[config.mk]
export PLATFORM = sky130hd
export DESIGN_NAME = spi_frame_ctrl
export DESIGN_NICKNAME = d
export VERILOG_FILES = /design/src/rtl/spi_frame_ctrl.sv
export SDC_FILE = /design/constraint.sdc
export NUM_CORES = 1
export LEC_CHECK = 0
export ABC_AREA = 1
export CORE_MARGIN = 4
export CORE_UTILIZATION = 50
export DETAILED_ROUTE_END_ITERATION = 16
export PLACE_DENSITY = 0.76
export SLEW_MARGIN = 20
export SYNTH_ARGS = -nofsm -noshare
export SYNTH_HDL_FRONTEND = slang
export SYNTH_SLANG_ARGS = --single-unit
export TNS_END_PERCENT = 1
[constraint.sdc]
create_clock -name pclk_i -period 4.2 [get_ports pclk_i]
set_input_delay 0.42 -clock pclk_i [delete_from_list [all_inputs] [get_ports pclk_i]]
set_output_delay 0.42 -clock pclk_i [all_outputs]
set_load 0.01 [all_outputs]
[src/rtl/spi_frame_ctrl.sv]
// SPI frame controller: turns one 32-bit command word {cmd, addr, len, wdata}
// into a mode-0 SPI frame, and returns read data on the rx stream.
module spi_frame_ctrl (
  input  logic        pclk_i,
  input  logic        rst_n_i,
  input  logic [15:0] spi_clk_div_i,
  input  logic        spi_clk_div_vld_i,
  input  logic [31:0] stream_data_tx_i,
  input  logic        stream_data_tx_vld_i,
  output logic        stream_data_tx_rdy_o,
  output logic [31:0] stream_data_rx_o,
  output logic        stream_data_rx_vld_o,
  input  logic        stream_data_rx_rdy_i,
  output logic        eot_o,
  output logic        busy_o,
  output logic        spi_sck_o,
  output logic        spi_cs_n_o,
  output logic        spi_mosi_o,
  input  logic        spi_miso_i
);

  typedef enum logic [2:0] {
    IDLE,
    SETUP,
    SHIFT_HI,
    SHIFT_LO,
    RXOUT,
    DONE
  } state_t;

  state_t      state;
  logic [15:0] div;
  logic [15:0] cnt;
  logic [39:0] tx_sr;
  logic [31:0] rx_sr;
  logic [5:0]  n_bits;
  logic [5:0]  bit_idx;
  logic        is_read;

  logic        cnt_done;
  logic [7:0]  len;
  logic [5:0]  r_bits;

  // Read length: 0 or anything beyond 32 means a full 32-bit read.
  always_comb begin
    len    = stream_data_tx_i[23:16];
    r_bits = ((len == 8'd0) || (len > 8'd32)) ? 6'd32 : len[5:0];
  end

  assign cnt_done = (cnt == (div - 16'd1));

  // NOTE: every register here is updated with <= so all of them see the
  // pre-edge values of each other; a blocking = would make the result depend
  // on statement order inside the block.
  always_ff @(posedge pclk_i or negedge rst_n_i) begin
    if (!rst_n_i) begin
      state                <= IDLE;
      div                  <= 16'd1;
      cnt                  <= '0;
      tx_sr                <= '0;
      rx_sr                <= '0;
      n_bits               <= '0;
      bit_idx              <= '0;
      is_read              <= 1'b0;
      stream_data_tx_rdy_o <= 1'b1;
      stream_data_rx_o     <= '0;
      stream_data_rx_vld_o <= 1'b0;
      eot_o                <= 1'b0;
      busy_o               <= 1'b0;
      spi_sck_o            <= 1'b0;
      spi_cs_n_o           <= 1'b1;
      spi_mosi_o           <= 1'b0;
    end else begin
      case (state)
        IDLE: begin
          if (stream_data_tx_vld_i) begin
            if (spi_clk_div_vld_i) begin
              div <= (spi_clk_div_i == 16'd0) ? 16'd1 : spi_clk_div_i;
            end
            is_read <= stream_data_tx_i[31];
            // Header in the top byte; write data follows, read bits shift out zeros.
            tx_sr   <= stream_data_tx_i[31] ? {stream_data_tx_i[31:24], 32'd0}
                                            : {stream_data_tx_i[31:24], stream_data_tx_i[15:0], 16'd0};
            n_bits  <= stream_data_tx_i[31] ? (6'd8 + r_bits) : 6'd24;
            rx_sr   <= '0;
            bit_idx <= '0;
            cnt     <= '0;
            stream_data_tx_rdy_o <= 1'b0;
            busy_o               <= 1'b1;
            spi_cs_n_o           <= 1'b0;
            spi_mosi_o           <= stream_data_tx_i[31];
            state                <= SETUP;
          end
        end

        SETUP: begin
          if (cnt_done) begin
            cnt       <= '0;
            spi_sck_o <= 1'b1;
            state     <= SHIFT_HI;
          end else begin
            cnt <= cnt + 16'd1;
          end
        end

        SHIFT_HI: begin
          if (cnt_done) begin
            cnt        <= '0;
            spi_sck_o  <= 1'b0;
            tx_sr      <= {tx_sr[38:0], 1'b0};
            spi_mosi_o <= tx_sr[38];
            bit_idx    <= bit_idx + 6'd1;
            state      <= SHIFT_LO;
          end else begin
            cnt <= cnt + 16'd1;
          end
        end

        SHIFT_LO: begin
          if (cnt_done) begin
            cnt <= '0;
            if (bit_idx < n_bits) begin
              spi_sck_o <= 1'b1;
              state     <= SHIFT_HI;
              // bit_idx is the index of the pulse now rising; data bits follow the header.
              if (is_read && (bit_idx >= 6'd8)) begin
                rx_sr <= {rx_sr[30:0], spi_miso_i};
              end
            end else begin
              spi_cs_n_o <= 1'b1;
              if (is_read) begin
                stream_data_rx_vld_o <= 1'b1;
                stream_data_rx_o     <= rx_sr;
                state                <= RXOUT;
              end else begin
                eot_o <= 1'b1;
                state <= DONE;
              end
            end
          end else begin
            cnt <= cnt + 16'd1;
          end
        end

        RXOUT: begin
          if (stream_data_rx_rdy_i) begin
            stream_data_rx_vld_o <= 1'b0;
            eot_o                <= 1'b1;
            state                <= DONE;
          end
        end

        DONE: begin
          eot_o                <= 1'b0;
          busy_o               <= 1'b0;
          stream_data_tx_rdy_o <= 1'b1;
          state                <= IDLE;
        end

        default: state <= IDLE;
      endcase
    end
  end

endmodule

# [Yosys cells after proc, flatten, opt, wreduce, memory -nomap -nowiden]
# Index checks and enable logic that the tools add are counted.
[word_totals] ff_bits=158 in_bits=54 output_inout_bits=39 wordCells=116
[op_classes] add_sub_neg=4 order_cmp=3 eq_ne=16 mux=51 n_bitwise=1 n_reduce_logical=25
[ops] operator="32-bit two-way mux" n=5
[ops] operator="39-bit two-way mux" n=2
[ops] operator="39-bit one-hot mux with 2 select lines" n=1
[ops] operator="32-bit one-hot mux with 2 select lines" n=1
[ops] operator="16-bit two-way mux" n=3
[ops] operator="16-bit one-hot mux with 2 select lines" n=1
[ops] operator="5-bit AND reduction" n=5
[ops] operator="6-bit two-way mux" n=4
[ops] operator="2-bit inequality test, second input constant" n=10
[ops] operator="1-bit two-way mux" n=19
[ops] operator="3-bit two-way mux" n=6
[ops] operator="16-bit by 1-bit adder with 16-bit output, second input constant" n=1
[ops] operator="16-bit equality test" n=1
[ops] operator="16-bit zero test" n=1
[ops] operator="16-bit by 1-bit subtractor with 16-bit output, second input constant" n=1
[ops] operator="3-bit one-hot mux with 5 select lines" n=1
[ops] operator="6-bit one-hot mux with 2 select lines" n=1
[ops] operator="1-bit one-hot mux with 2 select lines" n=5
[ops] operator="2-bit nonzero test" n=5
[ops] operator="8-bit by 6-bit greater-than comparator with 1-bit output, second input constant" n=1
[ops] operator="8-bit zero test" n=1
[ops] operator="4-bit AND reduction" n=2
[ops] operator="4-bit by 6-bit adder with 6-bit output, first input constant" n=1
[ops] operator="6-bit by 1-bit adder with 6-bit output, second input constant" n=1
[ops] operator="other kinds (14)" n=21

# [Longest topological paths before layout]
# Gate-level depths: netlist (run 1).
[depth] ltp_word=6 ltp_mapped=18 ltp_nobuf=17

# [Worst setup path after synthesis (run 1)]
# OpenSTA, ideal clock, no wires.
[synth_timing] path_type="reg2reg" start="reg div[0]" end="reg rx_sr[24]" setup_ns=0.117 t_arrival_ns=2.225 slack_ns=1.858 stages_incl_launch_ff=19 n_path_buf=1 period_less_slack_ns=2.342 cell_sequence="dfstp_2 -> inv_1 -> ha_1 -> inv_1 -> nand2_1 -> nand2_1 -> nor2_1 -> nand2_1 -> nor2_1 -> nand3_1 -> nor2_4 -> nand2_4 -> nor2_8 -> nand2_2 -> nand2_2 -> nand2_4 -> buf_6 -> nand2_1 -> o21ai_2"
[synth_between] elab_chain_len=4
[synth_rtl] item="start: declaration" line_no="32" source="logic [15:0] div;"
[synth_rtl] item="start signal: assignment" line_no="78" source="div <= (spi_clk_div_i == 16'd0) ? 16'd1 : spi_clk_div_i;"
[synth_rtl] item="16-bit by 1-bit subtractor with 16-bit output" line_no="50" source="assign cnt_done = (cnt == (div - 16'd1));"
[synth_rtl] item="16-bit equality test" line_no="50"
[synth_rtl] item="2-bit inequality test (no source line)"
[synth_rtl] item="5-bit AND reduction (no source line)"
[synth_rtl] item="end signal: assignment" line_no="127" source="rx_sr <= {rx_sr[30:0], spi_miso_i};"
[synth_rtl] item="end: declaration" line_no="35" source="logic [31:0] rx_sr;"
# No other way between the ends.
# A chain may end at the register's enable or synchronous reset.

# [Final worst setup path (run 1)]
[layout_timing] start="reg div[0]" end="reg tx_sr[19]"
[layout_between] elab_chain_len=4
[layout_rtl] item="16-bit by 1-bit subtractor with 16-bit output" line_no="50"
[layout_rtl] item="16-bit equality test" line_no="50"
[layout_rtl] item="2-bit inequality test (no source line)"
[layout_rtl] item="3-bit AND reduction (no source line)"
[layout_rtl] item="end signal: assignment" line_no="82" source="tx_sr <= stream_data_tx_i[31] ? {stream_data_tx_i[31:24], 32'd0}"
[layout_rtl] item="end signal: assignment" line_no="110" source="tx_sr <= {tx_sr[38:0], 1'b0};"
[layout_rtl] item="end: declaration" line_no="34" source="logic [39:0] tx_sr;"
# No other way between the ends.

==> summary.md, run 1 <==
| Metric | Value |
|---|---|
| Vias per std cell | just over 5 |
| WHS | around 0.098 ns |
| Unrepaired setup endpoints after global routing | false |
| Hold Buf Count CTS | 0 |
| Post-synth EDFFs | 0 |
| DR vias | a little over 6000 |
| Crit Path Class | reg2reg |
| Psw | 1.748 mW |
| Area grow syn2layout | 20.70% |
| Port-buffer cells | 92 |
| Final Util | 0.6209 |
| Clk_skew | about 0.0082 ns |
| Commonest non-fill, non-tap cell in the layout | nand2_1 |
| PwrDens | around 530 nW/um^2 |
| Core ar. | roughly 15000 um^2 |
| Final setup viols | 0 |
| First-pass GRT wire length | between 20000 and 30000 um |
| CTS buffer count | 17 |
| Root Driver | clkbuf_16 |
| Cell-internal power | around 3.1 mW |
| Sequential power share | 0.390 |
| Fin crit share | 0.7352 |
| Starting Density | 0.5144 |
| CP top delay family | simple AND/OR/NAND/NOR gates |
| Cell Area, Synth | around 7600 um^2 |
| Rel. slew slack | 0.3325 |
| Max Cap Violations | 0 |
| Synth Area per Inst | just over 8 um^2 |
| DRT antenna net count | 0 |
| Net Sw Frac | 0.3602 |
| DRC | 0 |
| Cell Chain, Critical Path | inv_1 > ha_1 > nand2_2 > nor2_2 > nand2_1 > nand2_1 > nand3_1 > nand2_1 > nor2_1 > nand3_2 > nor2_8 > nand2_4 > nand2_2 > buf_4 > nor2_1 > a21oi_1 |
| IO Pins | 93 |
| Critical Path Sink Type | flip-flop |
| GRT Overall Usage | 0.1922 |
| Initial antenna violation count | 0 |
| DRT iter0 DRCs | approximately 460 |
| Placed Cells incl. Taps | roughly 1200 |
| CTS tree | done |
| Worst Hold Class | in2async |
| Post-CTS resize count | 0 |
| Async SR Flop Fraction | 1.000 |
| Detailed Routing Iterations Pass 1 | 5 |
| Final Hold Fails | 0 |
| Hpwl dp | 11070 um |
| Clock power frac | 0.303 |
| Vias in the first global route | 5689 |
| CP Launch Type | flip-flop |
| CP Max Fanout | 34 |
| Actual slew at the worst max-slew pin | around 1.0 ns |
| Worst EP arrival | roughly 3.4 ns |
| Clk_lat worst skew | about 0.42 ns |
| Register area share after synthesis | 0.4705 |
| Worst EP required | 4.54 ns |
| Ant. Diodes | 0 |
| CP most frequent cell | nand2_1 |
| Cell Rows | 44 |
| Gpl congestion | 0.8976 |
| Gate power share | 0.307 |
| Clk slew on worst S/H paths | 0.06 ns |
| Die width | 131.0 um |
| Unique masters post-synth | 44 |
| Pin count of the biggest net entering global routing | roughly 120 |
| H-tree levels | 4 |
| Fraction of layout cells with a size suffix above 1 | 0.1310 |
| Die height | between 100 and 150 um |
| CP bufs+invs | 2 |
| Post-Layout Cell Count | approximately 1200 |
| Highest Clock Rate | between 300 and 400 MHz |
| TNS Setup | 0 ns |
| Syn nets | 981 |
| Synth warnings | 0 |
| Max IR drop VDD | about 0.40 mV |
| Total grt overflow | 0 |
| Max Root-Sink Buffers | 2 |
| Crit path max-delay cell type | dfstp_2 |
| Max incr delay on CP | about 0.55 ns |
| Wirelength per Cell | between 10 and 15 um |
| Clock sinks | 142 |
| Post-CTS Setup Repair Bufs | 0 |
| Mapped Cells | 917 |
| Drt total wl | approximately 16000 um |
| Die area | approximately 17000 um^2 |
| Leakage | about 4.3 nW |
| Tot Pwr | 4.853 mW |
| Main synth FF type | dfrtp_1 |
| Fin. max-slew vios | 0 |
| Most frequent cells in the layout | nand2_1, dfrtp_1, inv_1, clkdlybuf4s50_1, nor2_1 |
| Synth Register Bits | about 140 |
| Status | complete, no violations |
| Final Critical Period | around 3 ns |
| Final-stage net count | approximately 1100 |
[worst reg2reg max path, delay by kind of cell, from the launching register on]
| family | cells | cell delay [ns] |
|---|---|---|
| AOI/OAI and AO/OA | 1 | 0.12 |
| buffers and inverters | 2 | 0.52 |
| adders and majority gates | 1 | 0.26 |
| DFF | 1 | 0.55 |
| and+or+nand+nor | 12 | 1.57 |
[path summary, 6_finish.rpt]
path / from / to / slack (ns) / depth (start not counted)
max: div[0] / tx_sr[19] / 1.11 / 16
min: rst_n_i / div[12] / 0.1 / 1
max reg2reg: div[0] / tx_sr[19] / 1.11 / 16
min reg2reg: stream_data_rx_o[0] / stream_data_rx_o[0] / 0.47 / 2
max in group asynchronous: rst_n_i / spi_cs_n_o / 3.09 / 2
min in group pclk_i: stream_data_rx_o[0] / stream_data_rx_o[0] / 0.47 / 2
[sequential cells by signal (all words and copies together), names as in the netlist, 3 cells and up]
register          cells
div                  16
state                 3
bit_idx               6
n_bits                6
rx_sr                32
tx_sr                23
cnt                  16
stream_data_rx_o     32
[metrics by stage]
stage | cell area [um^2] | worst slack [ns]
2_1_floorplan | 7561 | 1.858
3_3_place_gp | 8549 | 1.255
3_5_place_dp | 8549 | 1.167
4_1_cts | 9124 | 1.116
5_1_grt | 9126 | 0.8050
6_report | 9126 | 1.112
[area by class of cell]
| class | instances | area [um^2] |
|---|---|---|
| Fill cell | 1277 | 5573 |
| Timing Repair Buffer | 97 | 962.2 |
| Sequential cell | 142 | 3557 |
| Tap cell | 184 | 230.2 |
| Clock buffer | 26 | 489.2 |
| Multi-Input combinational cell | 604 | 3277 |
| Clock inverter | 6 | 85.08 |
| Inverter | 140 | 525.5 |
[cell families after synthesis]
logic type / Yosys count / share of synthesized area
mux: 7 / 0.01043
xor+xnor: 20 / 0.02317
simple gates: 405 / 0.2413
flops: 142 / 0.4705
buf+inv: 171 / 0.09730
fa+ha+maj: 10 / 0.01655
compound gates: 162 / 0.1408
[layer usage]
metal  global-route usage  wire length, um  part of all wire  up-vias
li1                     -                -                 -     3098
met1               0.2541             7259              0.46     2877
met2               0.3100             7641              0.48      140
met3              0.05366              817             0.051       24
met4              0.05626              231             0.014        0
met5                    0                0                 0        -
[synth_stat cells (10+ instances only)]
| cell type | n | area [um^2] |
|---|---|---|
| a21oi_2 | 10 | 87.58 |
| o21ai_2 | 32 | 280.3 |
| nand4_1 | 13 | 81.33 |
| a21oi_1 | 50 | 250.2 |
| a22oi_1 | 16 | 120.1 |
| inv_1 | 136 | 510.5 |
| nand2_1 | 209 | 784.5 |
| nor2_2 | 18 | 112.6 |
| nand3_1 | 34 | 170.2 |
| clkbuf_1 | 12 | 45.04 |
| o21ai_0 | 27 | 135.1 |
| xor2_1 | 12 | 105.1 |
| o22ai_1 | 12 | 75.07 |
| dfrtp_1 | 139 | 3478 |
| ha_1 | 10 | 125.1 |
| nor2_1 | 88 | 330.3 |
[power by group through the flow]
stage / sequential (mW) / clock, mW / combinational [mW]
after floorplan: 1.84 / 0 / 1.23
after global placement: 1.91 / 0 / 1.46
after detailed placement: 1.91 / 0 / 1.49
after CTS: 1.89 / 1.49 / 1.49
after global routing: 1.92 / 1.55 / 1.70
final: 1.89 / 1.47 / 1.49
Power figures use the tool's default switching activity.
==> run 2: changes to the inputs <==
--- a/config.mk
+++ b/config.mk
@@ -9,7 +9,7 @@
 export CORE_MARGIN = 4
 export CORE_UTILIZATION = 50
 export DETAILED_ROUTE_END_ITERATION = 16
-export PLACE_DENSITY = 0.76
+export PLACE_DENSITY = 0.79
 export SLEW_MARGIN = 20
 export SYNTH_ARGS = -nofsm -noshare
 export SYNTH_HDL_FRONTEND = slang
==> constraint.sdc (replaced) <==
create_clock -name pclk_i -period 2.8 [get_ports pclk_i]
set_input_delay 0.28 -clock pclk_i [delete_from_list [all_inputs] [get_ports pclk_i]]
set_output_delay 0.28 -clock pclk_i [all_outputs]
set_load 0.01 [all_outputs]
==> run 2 against run 1 <==
Largest power group unchanged. Register-to-register slack worse by 0.90 ns. Die area stayed put. Critical endpoint is now rx_sr[29]. Largest cell class unchanged. Critical path type unchanged. Setup slack worse by 0.90 ns.
==> summary.md, run 2 (synthesis gave the netlist of run 1 again) <==
| Metric | Value |
|---|---|
| Post-Layout Cell Count | 1214 |
| Clk slew on worst S/H paths | ~0.06 ns |
| Hpwl dp | ~12000 um |
| DRT iter0 DRCs | 437 |
| Crit path max-delay cell type | dfstp_2 |
| Most frequent cells in the layout | nand2_1, dfrtp_1, inv_1, clkdlybuf4s50_1, nor2_1 |
| Final-stage net count | between 1000 and 1500 |
| Clk_lat worst skew | 0.42 ns |
| Total grt overflow | 0 |
| Worst EP required | just over 3 ns |
| Max incr delay on CP | between 0.3 and 0.4 ns |
| Initial antenna violation count | 0 |
| Gpl congestion | 0.9206 |
| Clk_skew | 0.007832 ns |
| Critical Path Sink Type | flip-flop |
| Max Root-Sink Buffers | 2 |
| CTS buffer count | 17 |
| CP Launch Type | flip-flop |
| Status | complete, no violations |
| Wirelength per Cell | 14.01 um |
| Highest Clock Rate | approximately 390 MHz |
| Leakage | between 4 and 5 nW |
| Ant. Diodes | 0 |
| Max Cap Violations | 0 |
| Root Driver | clkbuf_16 |
| Port-buffer cells | between 90 and 100 |
| Final Util | 0.6334 |
| Final Hold Fails | 0 |
| IO Pins | 93 |
| Final Critical Period | about 2.6 ns |
| First-pass GRT wire length | approximately 28000 um |
| Die height | around 130 um |
| Clock sinks | roughly 140 |
| Pin count of the biggest net entering global routing | 65 |
| CP Max Fanout | 16 |
| Actual slew at the worst max-slew pin | 0.6713 ns |
| Vias per std cell | slightly above 5 |
| Crit Path Class | reg2reg |
| DR vias | between 6000 and 7000 |
| PwrDens | approximately 790 nW/um^2 |
| Fin. max-slew vios | 0 |
| DRC | 0 |
| GRT Overall Usage | 0.2028 |
| DRT antenna net count | 0 |
| Core ar. | 14700 um^2 |
| Cell Rows | 44 |
| Vias in the first global route | between 6000 and 7000 |
| CTS tree | done |
| Area grow syn2layout | 23.13% |
| Worst Hold Class | in2async |
| Post-DP Area | between 8000 and 9000 um^2 |
| Max IR drop VDD | ~0.59 mV |
| CP most frequent cell | nand2_1 |
| Die area | 17150 um^2 |
| Fraction of layout cells with a size suffix above 1 | 0.1456 |
| Cell Chain, Critical Path | inv_1 > ha_2 > nand2_2 > nor2_2 > nand2_1 > nand2_1 > nand2_1 > nand2_1 > nand2_1 > nor2_2 > nand3_4 > nor2_8 > nand2_2 > nand2_2 > nand2_4 > clkbuf_16 > nand2_1 > o21ai_2 |
| Rel. slew slack | 0.5483 |
| Final setup viols | 0 |
| Post-route cell area | 9310 um^2 |
| Placed Cells incl. Taps | 1178 |
| Detailed Routing Iterations Pass 1 | 5 |
| H-tree levels | 4 |
| Die width | 131.0 um |
| Commonest non-fill, non-tap cell in the layout | nand2_1 |
| Worst EP arrival | a little under 3 ns |
| Starting Density | 0.5144 |
| Drt total wl | between 15000 and 20000 um |
| Fin crit share | 0.9235 |
| Largest regs | rx_sr (32), stream_data_rx_o (32), tx_sr (23) |
## run 2: cell count changes in the layout (fill, tap and decap cells not counted), moves of 2 or more
cell       previous run  this run
buf_6                 0         3
clkinv_2              2         6
clkbuf_16            17        19
buf_12                0         3
buf_4                 5        12
clkbuf_8              4         1
## run 2: per-stage QoR
step / setup TNS (ns) / hold WS, ns / total power, mW / setup slack (ns)
floorplan: 0 / -0.01559 / 4.599 / 0.4577
CTS: 0 / 0.4341 / 7.268 / 0.1735
global placement: 0 / 0.3122 / 5.112 / 0.3084
global route: -0.01828 / 0.4594 / 7.830 / -0.01119
detailed placement: 0 / 0.3189 / 5.197 / 0.2010
finish: 0 / 0.4274 / 7.350 / 0.2142
## run 2: metal layers
metal  up-vias  part of all wire  track usage  routed length (um)
li1       3126                 -            -                   -
met1      3013              0.44       0.2587                7427
met2       128              0.49       0.3324                8380
met3        22             0.056      0.06585                 958
met4         0             0.015      0.05747                 247
met5         -                 0            0                   0
## run 2: worst max-delay path, delay by kind of cell (launching register included)
family / cells / cell delay [ns]
simple gates: 14 / 1.44
flops: 1 / 0.38
buf+inv: 2 / 0.35
fa+ha+maj: 1 / 0.23
compound gates: 1 / 0.06
## run 2: where the power goes
part           internal (mW)  switching [mW]  leakage, nW  total (mW)
clock network           1.23           0.827        0.260        2.06
logic                  0.961            1.49         2.25        2.45
registers               2.46           0.386         1.86        2.84
## run 2: layout make-up
class	instances	area [um^2]
clock buffers	23	457.9
multi-input cells	604	3289
clock inverters	8	67.56
repair buffers	113	1182
inverters	140	525.5
well taps	184	230.2
flip-flops and latches	142	3557
fillers	1218	5389
## run 2: timing repair
item / 4_1_cts / 5_1_grt
hold endpoints to repair: 60 / 0
gates resized for setup: 0 / 5
setup buffers: 0 / 1
endpoints found under the setup margin: 0 / 46
hold buffers: 1 / 0
## run 2: worst paths after layout
kind	from	cells past startpoint	slack [ns]	end
min in group pclk_i	stream_data_tx_i[0]	3	0.44	tx_sr[16]
hold reg to reg	stream_data_rx_o[9]	2	0.47	stream_data_rx_o[9]
max in group asynchronous	rst_n_i	3	1.66	spi_cs_n_o
hold / removal	rst_n_i	2	0.43	stream_data_rx_o[19]
setup / recovery	div[0]	18	0.21	rx_sr[29]
setup reg to reg	div[0]	18	0.21	rx_sr[29]
==> run 3: changes to the inputs <==
--- a/config.mk
+++ b/config.mk
@@ -6,10 +6,11 @@
 export NUM_CORES = 1
 export LEC_CHECK = 0
 export ABC_AREA = 1
+export CAP_MARGIN = 15
 export CORE_MARGIN = 4
 export CORE_UTILIZATION = 50
 export DETAILED_ROUTE_END_ITERATION = 16
-export PLACE_DENSITY = 0.79
+export PLACE_DENSITY = 0.75
 export SLEW_MARGIN = 20
 export SYNTH_ARGS = -nofsm -noshare
 export SYNTH_HDL_FRONTEND = slang
==> run 3 against run 2 <==
Highest routed layer unchanged. Clock power increased by 16%. Sequential power is essentially flat. Final area up 2.2%. Setup slack improved by 0.0030 ns.
==> summary.md, run 3 (synthesis gave the netlist of run 1 again) <==
| Metric | Value |
|---|---|
| DRT iter0 DRCs | between 400 and 500 |
| Hpwl dp | between 10000 and 15000 um |
| Worst EP required | about 3.2 ns |
| Final setup viols | 0 |
| Actual slew at the worst max-slew pin | 0.8702 ns |
| Starting Density | 0.5144 |
| Cell Rows | 44 |
| Worst reg2reg path depth | 17 |
| Clock sinks | between 100 and 150 |
| Initial antenna violation count | 0 |
| Area grow syn2layout | 25.88% |
| Drt total wl | around 17000 um |
| Crit Path Class | reg2reg |
| CP Launch Type | flip-flop |
| Leakage | ~4.5 nW |
| Die area | 17150 um^2 |
| Largest regs | rx_sr (32), stream_data_rx_o (32), tx_sr (23) |
| Final Hold Fails | 0 |
| Max Root-Sink Buffers | 2 |
| Vias per std cell | 5.146 |
| Critical Path Sink Type | flip-flop |
| Vias in the first global route | slightly below 6000 |
| Fin crit share | 0.9224 |
| Most frequent cells in the layout | nand2_1, dfrtp_1, inv_1, clkdlybuf4s50_1, nor2_1 |
| DR vias | 6283 |
| Gate power share | 0.326 |
| Pin count of the biggest net entering global routing | 65 |
| Die width | between 100 and 150 um |
| Gpl congestion | ~0.91 |
| PwrDens | 815.9 nW/um^2 |
| Worst r2r src | div[0] |
| IO Pins | 93 |
| TNS Setup | 0 ns |
| Worst Hold Class | in2async |
| Detailed Routing Iterations Pass 1 | 5 |
| Fraction of layout cells with a size suffix above 1 | 0.1562 |
| Core ar. | around 15000 um^2 |
| Ant. Diodes | 0 |
| Post-DP Area | around 8700 um^2 |
| Total grt overflow | 0 |
| Reg2Reg Capture Point | rx_sr[22] |
| DRC | 0 |
| Clk_lat worst skew | ~0.42 ns |
| Psw | ~2.8 mW |
| Highest Clock Rate | about 390 MHz |
| Die height | about 130 um |
| Rel. slew slack | 0.4164 |
| Unrepaired setup endpoints after global routing | false |
| Post-route cell area | around 9500 um^2 |
| CTS buffer count | 17 |
| Root Driver | clkbuf_16 |
| Net Sw Frac | 0.3571 |
| First-pass GRT wire length | approximately 28000 um |
| Final-stage net count | about 1100 |
| Clk_skew | 0.005630 ns |
| GRT Overall Usage | 0.2010 |
| Commonest non-fill, non-tap cell in the layout | nand2_1 |
| Clock power frac | 0.308 |
| CTS tree | done |
| Max Cap Violations | 0 |
| Clk slew on worst S/H paths | 0.06 ns |
| Max IR drop VDD | roughly 0.69 mV |
| CP Max Fanout | 15 |
| Fin. max-slew vios | 0 |
| Wirelength per Cell | 13.72 um |
| Reg2reg setup slack | 0.22 ns |
| Cell-internal power | 4.992 mW |
| Worst setup startpoint | div[0] |
| H-tree levels | 4 |
| Port-buffer cells | 92 |
| Status | complete, no violations |
| Worst EP arrival | between 2 and 3 ns |
| Final Critical Period | 2.583 ns |
| CP endpoint | rx_sr[22] |
| DRT antenna net count | 0 |
| Sequential power share | 0.366 |
==> run 3: cell types whose count changed in the layout (fill, tap and decap cells not counted), moves of 3 or more <==
cell,previous run,this run
nand2_4,3,6
clkbuf_1,5,2
buf_4,12,15
bufinv_16,1,4
==> run 3: critical path, stage by stage (launching register included) <==
cell and delay (ns):
dfstp_2 0.55, inv_2 0.06, ha_2 0.31, inv_1 0.04, nand2_1 0.04, nand2_1 0.05, nor2_2 0.12, nand2_1 0.06
nor2_1 0.11, nand3_1 0.12, nor2_4 0.12, nand2_4 0.08, nor2_8 0.15, nand2_2 0.09, nand2_4 0.14, nand2_8 0.10
clkbuf_16 0.23, o21ai_2 0.13
==> run 3: worst min-delay path by stage <==
stage | start | endpoint | cells after the start
6_report | rst_n_i | div[13] | 2
5_1_grt | stream_data_tx_i[0] | tx_sr[16] | 3
4_1_cts | stream_data_tx_i[0] | tx_sr[16] | 3
3_5_place_dp | rst_n_i | div[13] | 1
3_3_place_gp | rst_n_i | div[13] | 1
2_1_floorplan | rst_n_i | bit_idx[0] | 0
==> run 3: power groups by stage <==
stage	Sequential (mW)	Clock, mW	Combinational (mW)
after floorplan	2.76	0	1.84
after global placement	2.87	0	2.27
after detailed placement	2.87	0	2.33
after CTS	2.84	2.43	2.35
after global routing	2.89	2.52	2.86
final	2.84	2.39	2.53
==> run 3: final cells by class <==
class	instances	area [um^2]
fillers	1218	5181
clock buffers	21	460.4
clock inverters	11	163.9
well taps	184	230.2
multi-input cells	606	3336
flip-flops and latches	142	3557
inverters	140	525.5
repair buffers	117	1245
==> run 3: metal layers <==
layer / vias up / GRT usage / share of wire / wire length, um
li1: 3150 / - / - / -
met1: 2988 / 0.2603 / 0.44 / 7450
met2: 115 / 0.3241 / 0.49 / 8150
met3: 30 / 0.05203 / 0.050 / 830
met4: 0 / 0.07864 / 0.019 / 316
met5: - / 0 / 0 / 0
==> run 3: what timing repair did <==
| action | 4_1_cts | 5_1_grt |
|---|---|---|
| setup endpoints to repair | 0 | 56 |
| gates resized for setup | 0 | 8 |
| setup buffers | 0 | 4 |
| hold endpoints to repair | 58 | 0 |
| hold buffers | 1 | 0 |
==> run 3: stage by stage <==
step	power, mW	cells	setup slack, ns	utilization	hold WS (ns)
after floorplan	4.599	917	0.4577	-	-0.01559
after global placement	5.133	1178	0.2662	0.5915	0.3004
after detailed placement	5.195	1178	0.1760	0.5915	0.2980
after CTS	7.621	1211	0.1649	0.6347	0.4018
after global routing	8.280	1221	0.0007447	0.6475	0.4407
final	7.765	1221	0.2173	0.6475	0.4045
